## src/rtl/set_readback_if.sv

```systemverilog
// Bus bundle between the CPU bus-cycle logic and the settings readback responder.
// The master side drives the bus cycle and the live settings. The slave side returns data and acknowledge.
interface set_readback_if;
    logic        BACT;
    logic        SetCSRD;
    logic [3:0]  SlowTimeout;
    logic        SlowIACK;
    logic        SlowVIA;
    logic        SlowIWM;
    logic        SlowSCC;
    logic        SlowSCSI;
    logic        SlowSnd;
    logic        SlowClockGate;
    logic        TimeoutEvt;
    logic [15:0] D;
    logic        DOE;
    logic        RdAck;

    modport slave (
        input  BACT, SetCSRD, SlowTimeout, SlowIACK, SlowVIA, SlowIWM, SlowSCC,
               SlowSCSI, SlowSnd, SlowClockGate, TimeoutEvt,
        output D, DOE, RdAck
    );

    modport master (
        output BACT, SetCSRD, SlowTimeout, SlowIACK, SlowVIA, SlowIWM, SlowSCC,
               SlowSCSI, SlowSnd, SlowClockGate, TimeoutEvt,
        input  D, DOE, RdAck
    );
endinterface

```

## src/rtl/set_readback.sv

```systemverilog
// Settings-register read responder: snapshots the slow-mode settings plus a read-to-clear timeout counter.
// Define SET_READBACK_PARITY_EN to place odd parity over D[15:1] in D[0]. Otherwise D[0] is always 0.
module set_readback #(
    parameter int unsigned ACK_DLY = 2
) (
    input logic           CLK,
    input logic           POR,
    set_readback_if.slave bus
);

    typedef enum logic [1:0] {
        IDLE  = 2'd0,
        DRIVE = 2'd1,
        DONE  = 2'd2
    } state_t;

    localparam logic [2:0] ACK_DLY_C = 3'(ACK_DLY);

`ifdef SET_READBACK_PARITY_EN
    function automatic logic odd_parity(input logic [14:0] v);
        return ~(^v);
    endfunction
`endif

    state_t      state_q, state_d;
    logic [2:0]  cnt_q, cnt_d;
    logic [3:0]  evt_q, evt_d;
    logic        setrd_q;
    logic [15:0] d_q, d_d;
    logic        doe_q, doe_d;
    logic        rdack_q, rdack_d;
    logic [3:0]  evt_inc_s;
    logic [15:0] snap_s;

    // Saturating event increment and the data word presented at the snapshot edge.
    always_comb begin
        evt_inc_s = (evt_q == 4'd15) ? 4'd15 : (evt_q + 4'd1);
        snap_s    = {evt_q, bus.SlowTimeout, bus.SlowIACK, bus.SlowVIA, bus.SlowIWM,
                     bus.SlowSCC, bus.SlowSCSI, bus.SlowSnd, bus.SlowClockGate, 1'b0};
`ifdef SET_READBACK_PARITY_EN
        snap_s[0] = odd_parity(snap_s[15:1]);
`endif
    end

    // Next-state and output logic for the read handshake.
    always_comb begin
        state_d = state_q;
        cnt_d   = cnt_q;
        d_d     = d_q;
        doe_d   = doe_q;
        rdack_d = rdack_q;
        evt_d   = bus.TimeoutEvt ? evt_inc_s : evt_q;
        case (state_q)
            IDLE: begin
                if (setrd_q && bus.BACT) begin
                    d_d     = snap_s;
                    doe_d   = 1'b1;
                    cnt_d   = ACK_DLY_C;
                    state_d = DRIVE;
                    // An event on the snapshot edge is kept for the next read.
                    evt_d   = bus.TimeoutEvt ? 4'd1 : 4'd0;
                end else begin
                    state_d = IDLE;
                end
            end
            DRIVE: begin
                if (!bus.BACT) begin
                    doe_d   = 1'b0;
                    rdack_d = 1'b0;
                    state_d = IDLE;
                end else if (cnt_q == 3'd0) begin
                    rdack_d = 1'b1;
                    state_d = DONE;
                end else begin
                    cnt_d = cnt_q - 3'd1;
                end
            end
            DONE: begin
                if (!bus.BACT) begin
                    doe_d   = 1'b0;
                    rdack_d = 1'b0;
                    d_d     = 16'h0000;
                    state_d = IDLE;
                end else begin
                    state_d = DONE;
                end
            end
            default: begin
                doe_d   = 1'b0;
                rdack_d = 1'b0;
                d_d     = 16'h0000;
                state_d = IDLE;
            end
        endcase
    end

    // State and output registers.
    always_ff @(posedge CLK or posedge POR) begin
        if (POR) begin
            state_q <= IDLE;
            cnt_q   <= 3'd0;
            evt_q   <= 4'd0;
            setrd_q <= 1'b0;
            d_q     <= 16'h0000;
            doe_q   <= 1'b0;
            rdack_q <= 1'b0;
        end else begin
            state_q <= state_d;
            cnt_q   <= cnt_d;
            evt_q   <= evt_d;
            setrd_q <= bus.BACT && bus.SetCSRD;
            d_q     <= d_d;
            doe_q   <= doe_d;
            rdack_q <= rdack_d;
        end
    end

    assign bus.D     = d_q;
    assign bus.DOE   = doe_q;
    assign bus.RdAck = rdack_q;

endmodule
```

## src/flat_wrapper.sv

```systemverilog
// flat-port wrapper written by rule: the top's interface ports become plain ports
module set_readback_flat 
#(
    parameter int unsigned ACK_DLY = 2
)
  (CLK, POR, bus_BACT, bus_SetCSRD, bus_SlowTimeout, bus_SlowIACK, bus_SlowVIA, bus_SlowIWM, bus_SlowSCC, bus_SlowSCSI, bus_SlowSnd, bus_SlowClockGate, bus_TimeoutEvt, bus_D, bus_DOE, bus_RdAck);
  set_readback_if bus_i ();
  input logic CLK;
  input logic POR;
  input wire logic [$bits(bus_i.BACT)-1:0] bus_BACT;
  input wire logic [$bits(bus_i.SetCSRD)-1:0] bus_SetCSRD;
  input wire logic [$bits(bus_i.SlowTimeout)-1:0] bus_SlowTimeout;
  input wire logic [$bits(bus_i.SlowIACK)-1:0] bus_SlowIACK;
  input wire logic [$bits(bus_i.SlowVIA)-1:0] bus_SlowVIA;
  input wire logic [$bits(bus_i.SlowIWM)-1:0] bus_SlowIWM;
  input wire logic [$bits(bus_i.SlowSCC)-1:0] bus_SlowSCC;
  input wire logic [$bits(bus_i.SlowSCSI)-1:0] bus_SlowSCSI;
  input wire logic [$bits(bus_i.SlowSnd)-1:0] bus_SlowSnd;
  input wire logic [$bits(bus_i.SlowClockGate)-1:0] bus_SlowClockGate;
  input wire logic [$bits(bus_i.TimeoutEvt)-1:0] bus_TimeoutEvt;
  output wire logic [$bits(bus_i.D)-1:0] bus_D;
  output wire logic [$bits(bus_i.DOE)-1:0] bus_DOE;
  output wire logic [$bits(bus_i.RdAck)-1:0] bus_RdAck;
  assign bus_i.BACT = bus_BACT;
  assign bus_i.SetCSRD = bus_SetCSRD;
  assign bus_i.SlowTimeout = bus_SlowTimeout;
  assign bus_i.SlowIACK = bus_SlowIACK;
  assign bus_i.SlowVIA = bus_SlowVIA;
  assign bus_i.SlowIWM = bus_SlowIWM;
  assign bus_i.SlowSCC = bus_SlowSCC;
  assign bus_i.SlowSCSI = bus_SlowSCSI;
  assign bus_i.SlowSnd = bus_SlowSnd;
  assign bus_i.SlowClockGate = bus_SlowClockGate;
  assign bus_i.TimeoutEvt = bus_TimeoutEvt;
  assign bus_D = bus_i.D;
  assign bus_DOE = bus_i.DOE;
  assign bus_RdAck = bus_i.RdAck;
  set_readback #(.ACK_DLY(ACK_DLY)) u_core (.CLK(CLK), .POR(POR), .bus(bus_i));
endmodule
```

## config.mk

```make
export PLATFORM = sky130hd
export DESIGN_NAME = set_readback_flat
export DESIGN_NICKNAME = d
export VERILOG_FILES = /design/src/rtl/set_readback_if.sv /design/src/rtl/set_readback.sv /design/src/flat_wrapper.sv
export SDC_FILE = /design/constraint.sdc
export NUM_CORES = 1
export LEC_CHECK = 0
export ABC_AREA = 1
export CORE_ASPECT_RATIO = 1.4
export CORE_MARGIN = 1
export CORE_UTILIZATION = 45
export CTS_CLUSTER_SIZE = 24
export DETAILED_ROUTE_END_ITERATION = 8
export PLACE_DENSITY = 0.72
export SLEW_MARGIN = 20
export SYNTH_ARGS = -nofsm -noshare
export SYNTH_HDL_FRONTEND = slang
export SYNTH_SLANG_ARGS = --single-unit
```

## constraint.sdc

```tcl
create_clock -name CLK -period 2.3 [get_ports CLK]
set_input_delay 0.69 -clock CLK [delete_from_list [all_inputs] [get_ports CLK]]
set_output_delay 0.69 -clock CLK [all_outputs]
set_load 0.1 [all_outputs]
```

==> metrics <==
status finished, final reports clean; clk_lat worst skew 0.26 ns; Fin Clk Skew roughly 0.0045 ns; H-tree depth 1; via count between 1000 and 1500; grt ovf 0; first drt pass iteration count 4; Die W ~49 microns; Synth Register Bits 27; CP Max Fanout 7; first-pass GRT wire length 4720 microns; post-synthesis sequential area ratio between 40% and 50%; post-DP HPWL about 2000 microns; post-synth net total roughly 180; final wirelength about 2800 microns; ANT cells 0; Syn Inst Count 161; CTS hold repair buffers 0; Startpoint Class input port; area leader, netlist dfrtp_1; post-cts sizing count 0; r2r startpoint u_core.state_q[1]$_DFFE_PP0P_; DRC 0; clk sinks 27; register clock-pin slew on the reported worst setup and hold paths 0.09 ns; Rows 23; final max-slew violation count 0; R2R cell count 7; Post-CTS Setup Inserts 0; worst hold path type reg -> reg; synth top area cells dfrtp_1 49%, nand2_1 16%, nand4_1 7.7%; largest net degree at the start of global routing 28; fmax between 500 and 600 MHz; Worst EP arrival about 1.8 ns; Crit. Startpoint bus_BACT; final net count 217; Die ar. 3280 sq um; CP max stage cell clkdlybuf4s50_1; setup_tns 0 ns; post-synth top area share between 40% and 50%; Synth-to-Final Area Change 24.4%; vias in the first global route 1115; Routed Antenna Nets 0; final setup fails 0; worst setup path category in -> reg; via/cell ratio ~5.1; CTS Buf Count 3; fin crit share between 70% and 80%; Yosys warnings 0; Synth cell types 20; mapped cell area 1380 sq um; Req. time, crit path around 2.5 ns; Fin. Hold Viols 0; Core Area ~2900 sq um; most common cell after layout, fill and taps aside nand2_1; crit-path cells clkdlybuf4s50_1 > buf_4 > nand3_2 > nand2_2 > nand2_1 > nand2_1 > nand2_1; Top Ports 34; Final Wtd Congestion approximately 0.77; CTS tree built; Die H ~67 microns; initial antenna violation count 0; commonest non-fill, non-tap cells in the layout 57 x nand2_1, 27 x dfrtp_1, 22 x buf_4; unrepaired setup endpoints after global routing false; Clock Tree Root clkbuf_8; Total Routing Usage GR between 10% and 20%; syn avg cell area 8.54 sq um; DR iter-0 viols between 40 and 50; CP max stage delay between 0.4 and 0.5 ns; Max-cap violations 0; post-layout min period around 1.7 ns; layout cells sized above 1 between 15 and 20%; # port buffers 32; hold wc startpoint u_core.bus.RdAck$_DFFE_PP0P_; Setup crit end kind register; Longest Clk Path Bufs 2; hold depth 2; Avg WL per Cell around 12 microns; most frequent CP cell nand2_1; Initial Utilization between 40 and 50%
logic make-up after synthesis:
group / synth area share, %
AOI/OAI and AO/OA: 3.73
adders and majority gates: 6.37
buffers and inverters: 8.73
DFF: 49.1
other: 0.273
and+or+nand+nor: 31.8
synth_stat cells:
library cell / n
conb_1: 1
o21ai_0: 1
a21oi_1: 3
nand4_1: 17
nor2_1: 10
buf_2: 3
o21ai_1: 3
nor3_1: 1
buf_4: 3
nand3_2: 2
ha_1: 7
nand3_1: 6
a21oi_4: 1
dfrtp_1: 27
inv_1: 10
nand2_2: 2
nand2_1: 57
inv_2: 3
nand2_4: 1
buf_6: 3
cell type report:
type / instances / area [sq um]
clock buffer: 4 / 45.0
fill: 267 / 1170
inverter: 13 / 48.8
multi-input combinational: 112 / 579
sequential: 27 / 676
tap: 37 / 46.3
timing repair buffer: 37 / 315
registers in the layout, indices dropped and copies added (netlist names):
register and flops:
u_core.bus.D 15, u_core.cnt_q 3, u_core.bus.DOE 1, u_core.bus.RdAck 1, u_core.setrd_q 1, u_core.evt_q 4
u_core.state_q 2
path summary, 6_finish.rpt:
path	to	slack, ns
max	u_core.cnt_q[0]$_DFFE_PP0P_	0.62
min	u_core.bus.RdAck$_DFFE_PP0P_	0.49
max reg2reg	u_core.cnt_q[0]$_DFFE_PP0P_	0.81
min reg2reg	u_core.bus.RdAck$_DFFE_PP0P_	0.49
max in group asynchronous	u_core.evt_q[3]$_DFF_PP0_	1.27
min in group asynchronous	u_core.cnt_q[2]$_DFFE_PP0P_	0.78
critical path, delay by kind of cell:
kind	cells	cell delay, ns
and+or+nand+nor	5	0.49
buffers and inverters	2	0.65
metrics by stage:
stage / util (%) / hold slack [ns] / cell area, sq um / setup WS, ns / std cells
after floorplan: - / 0.442 / 1380 / 0.712 / 161
after global placement: 57.9 / 0.460 / 1670 / 0.390 / 226
after detailed placement: 57.9 / 0.468 / 1670 / 0.350 / 226
after CTS: 59.4 / 0.493 / 1710 / 0.635 / 230
after global routing: 59.4 / 0.514 / 1710 / 0.574 / 230
final: 59.4 / 0.487 / 1710 / 0.625 / 230
layer usage:
metal,up-vias,global-route usage (%),part of all wire [%]
met5,-,0,0
met4,0,9.56,1.2
met3,4,2.48,4.5
met2,36,33.5,51
met1,558,22.0,43
li1,585,-,-
Power is not shown: default switching activity piles up to over one toggle a cycle in this logic, so the estimate is an artifact.
==> patch: new RTL, config.mk and constraints unchanged <==
The option `SET_READBACK_PARITY_EN` is turned on by a define.
--- a/src/rtl/set_readback.sv
+++ b/src/rtl/set_readback.sv
@@ -1,5 +1,7 @@
 // Settings-register read responder: snapshots the slow-mode settings plus a read-to-clear timeout counter.
 // Define SET_READBACK_PARITY_EN to place odd parity over D[15:1] in D[0]. Otherwise D[0] is always 0.
+`define SET_READBACK_PARITY_EN
+
 module set_readback #(
     parameter int unsigned ACK_DLY = 2
 ) (
Check against the original RTL: not equivalent (Yosys sat finds a counterexample within 4 cycles, from zero or initial values).
==> patch against the original RTL <==
Clock skew is 0.00069 ns lower. Die area rose by 16%. Sequential cell count grew 1. Synthesized area grew 17%. Design area up 17%. Critical path type unchanged. Routed wire length rose by 9.4%. Setup slack worse by 0.18 ns.
==> patch: results (changes against the original RTL) <==
INFO  metric ys_seq_area_share = 43.5% (was 49.1%)
INFO  metric critical-path-max-stage-delay = 0.56 ns (was 0.48 ns)
INFO  metric initial_drc_count = 19 (was 45)
INFO  metric first_global_vias = 1260 (was 1115)
INFO  metric post-place-cells = 282 (was 226)
INFO  metric final_wl = 3.01 mm (was 2.75 mm)
INFO  metric synthDistinctLibCells = 22 (was 20)
INFO  metric grt_use_total = 18.2% (was 18.7%)
INFO  metric crit_fanout = 15 (was 7)
INFO  metric post_synth_inst_count = 210 (was 161)
INFO  metric met3_length = 54 um (was 123 um)
INFO  metric mappedNetlistNets = 234 (was 184)
INFO  metric grt_first_pass_wirelength = 5.26 mm (was 4.72 mm)
INFO  metric max_reg_flops = 16 (was 15)
INFO  metric finClkSkew = 0.00382 ns (was 0.00451 ns)
INFO  metric drive_above_1_share = 17.1% (was 17.6%)
INFO  metric post_layout_nonfiller_instances = 286 (was 230)
INFO  metric grt_max_degree = 29 (was 28)
INFO  metric cp_data_arrival_time = 2.05 ns (was 1.84 ns)
INFO  metric highest-signal-layer = met4 (unchanged)
INFO  metric met2_wirelength = 1.52 mm (was 1.41 mm)
INFO  metric io_buffer_count = 33 (was 32)
INFO  metric place_hpwl = 2.33 mm (was 2.05 mm)
INFO  metric run_status = completed (unchanged)
INFO  metric drt-vias-per-instance = 4.72 (was 5.14)
INFO  metric netlist_top_cells_area = sky130_fd_sc_hd__dfrtp_1 (44%), sky130_fd_sc_hd__nand2_1 (18%), sky130_fd_sc_hd__inv_1 (7.7%) (was sky130_fd_sc_hd__dfrtp_1 (49%), sky130_fd_sc_hd__nand2_1 (16%), sky130_fd_sc_hd__nand4_1 (7.7%))
INFO  metric yosys_warnings = 0 (unchanged)
INFO  metric period_share = 80.5% (was 72.8%)
INFO  metric nNetsFinal = 271 (was 217)
INFO  metric diodes = 0 (unchanged)
INFO  metric netlist_top_cells_count = sky130_fd_sc_hd__nand2_1 (79), sky130_fd_sc_hd__inv_1 (33), sky130_fd_sc_hd__dfrtp_1 (28), sky130_fd_sc_hd__nor2_1 (12), sky130_fd_sc_hd__o21ai_2 (10) (was sky130_fd_sc_hd__nand2_1 (57), sky130_fd_sc_hd__dfrtp_1 (27), sky130_fd_sc_hd__nand4_1 (17), sky130_fd_sc_hd__inv_1 (10), sky130_fd_sc_hd__nor2_1 (10))
INFO  metric wirelength_met1 = 1.38 mm (was 1.19 mm)
INFO  metric gpl.final_weighted_congestion = 0.835 (was 0.768)
INFO  metric fillerInstances = 312 (was 267)
INFO  metric cts_setup_buffers = 0 (unchanged)
[patch: worst paths after layout]
check | from | to | slack, ns | cells after the start
max | bus_BACT | u_core.bus.D[9] | 0.45 | 7
min | u_core.bus.D[0] | u_core.bus.D[0] | 0.49 | 2
max reg2reg | u_core.state_q[0] | u_core.bus.D[9] | 0.71 | 8
min reg2reg | u_core.bus.D[0] | u_core.bus.D[0] | 0.49 | 2
max in group asynchronous | POR | u_core.bus.D[3] | 1.27 | 3
min in group asynchronous | POR | u_core.bus.DOE | 0.77 | 3
[patch: cell type report]
class	count	area [um2]	share of cell area [%]
multi-input combinational	144	751	37.5
tap	40	50.0	2.50
sequential	28	701	35.0
timing repair buffer	34	293	14.6
clock inverter	1	30.0	1.50
clock buffer	3	41.3	2.06
inverter	36	135	6.75
[patch: worst register-to-register path: cells and delay by family, from the launching register on]
family | cells | cell delay (ns)
AOI/OAI and AO/OA | 1 | 0.20
adders and majority gates | 1 | 0.17
DFF | 1 | 0.41
and+or+nand+nor | 2 | 0.27
buffers and inverters | 4 | 0.45
[patch: cells by family (layout without fill, tap and decap cells)]
family	Yosys count	after routing	share of synthesized area [%]
XOR/XNOR	2	2	1.09
flip-flops	28	28	43.5
AND/OR/NAND/NOR	105	105	26.5
adder cells (fa/ha/maj)	8	8	6.22
buffers and inverters	38	74	9.80
AO/OA/AOI/OAI	29	29	12.8
[patch: power by group]
group          switching, uW  leakage, uW  internal [uW]  total (uW)
sequential              78.9     0.000368            606         685
combinational            882     0.000716            289        1170
clock                    153    0.0000357            233         386
[patch: per-layer routing]
layer  global-route usage [%]  vias up
met5                        0        -
li1                         -      722
met4                     6.14        0
met3                     1.88        5
met1                     22.6      605
met2                     31.9       19
[patch: per-stage QoR]
stage | utilization (%) | setup WS, ns | power (uW) | instance area, um2 | hold WS, ns
after global routing | 58.7 | 0.362 | 2390 | 2000 | 0.520
after detailed placement | 56.6 | 0.158 | 1870 | 1930 | 0.469
after global placement | 56.6 | 0.195 | 1860 | 1930 | 0.465
after CTS | 58.7 | 0.442 | 2260 | 2000 | 0.495
after floorplan | - | 0.712 | 1630 | 1610 | 0.489
final | 58.7 | 0.449 | 2240 | 2000 | 0.488
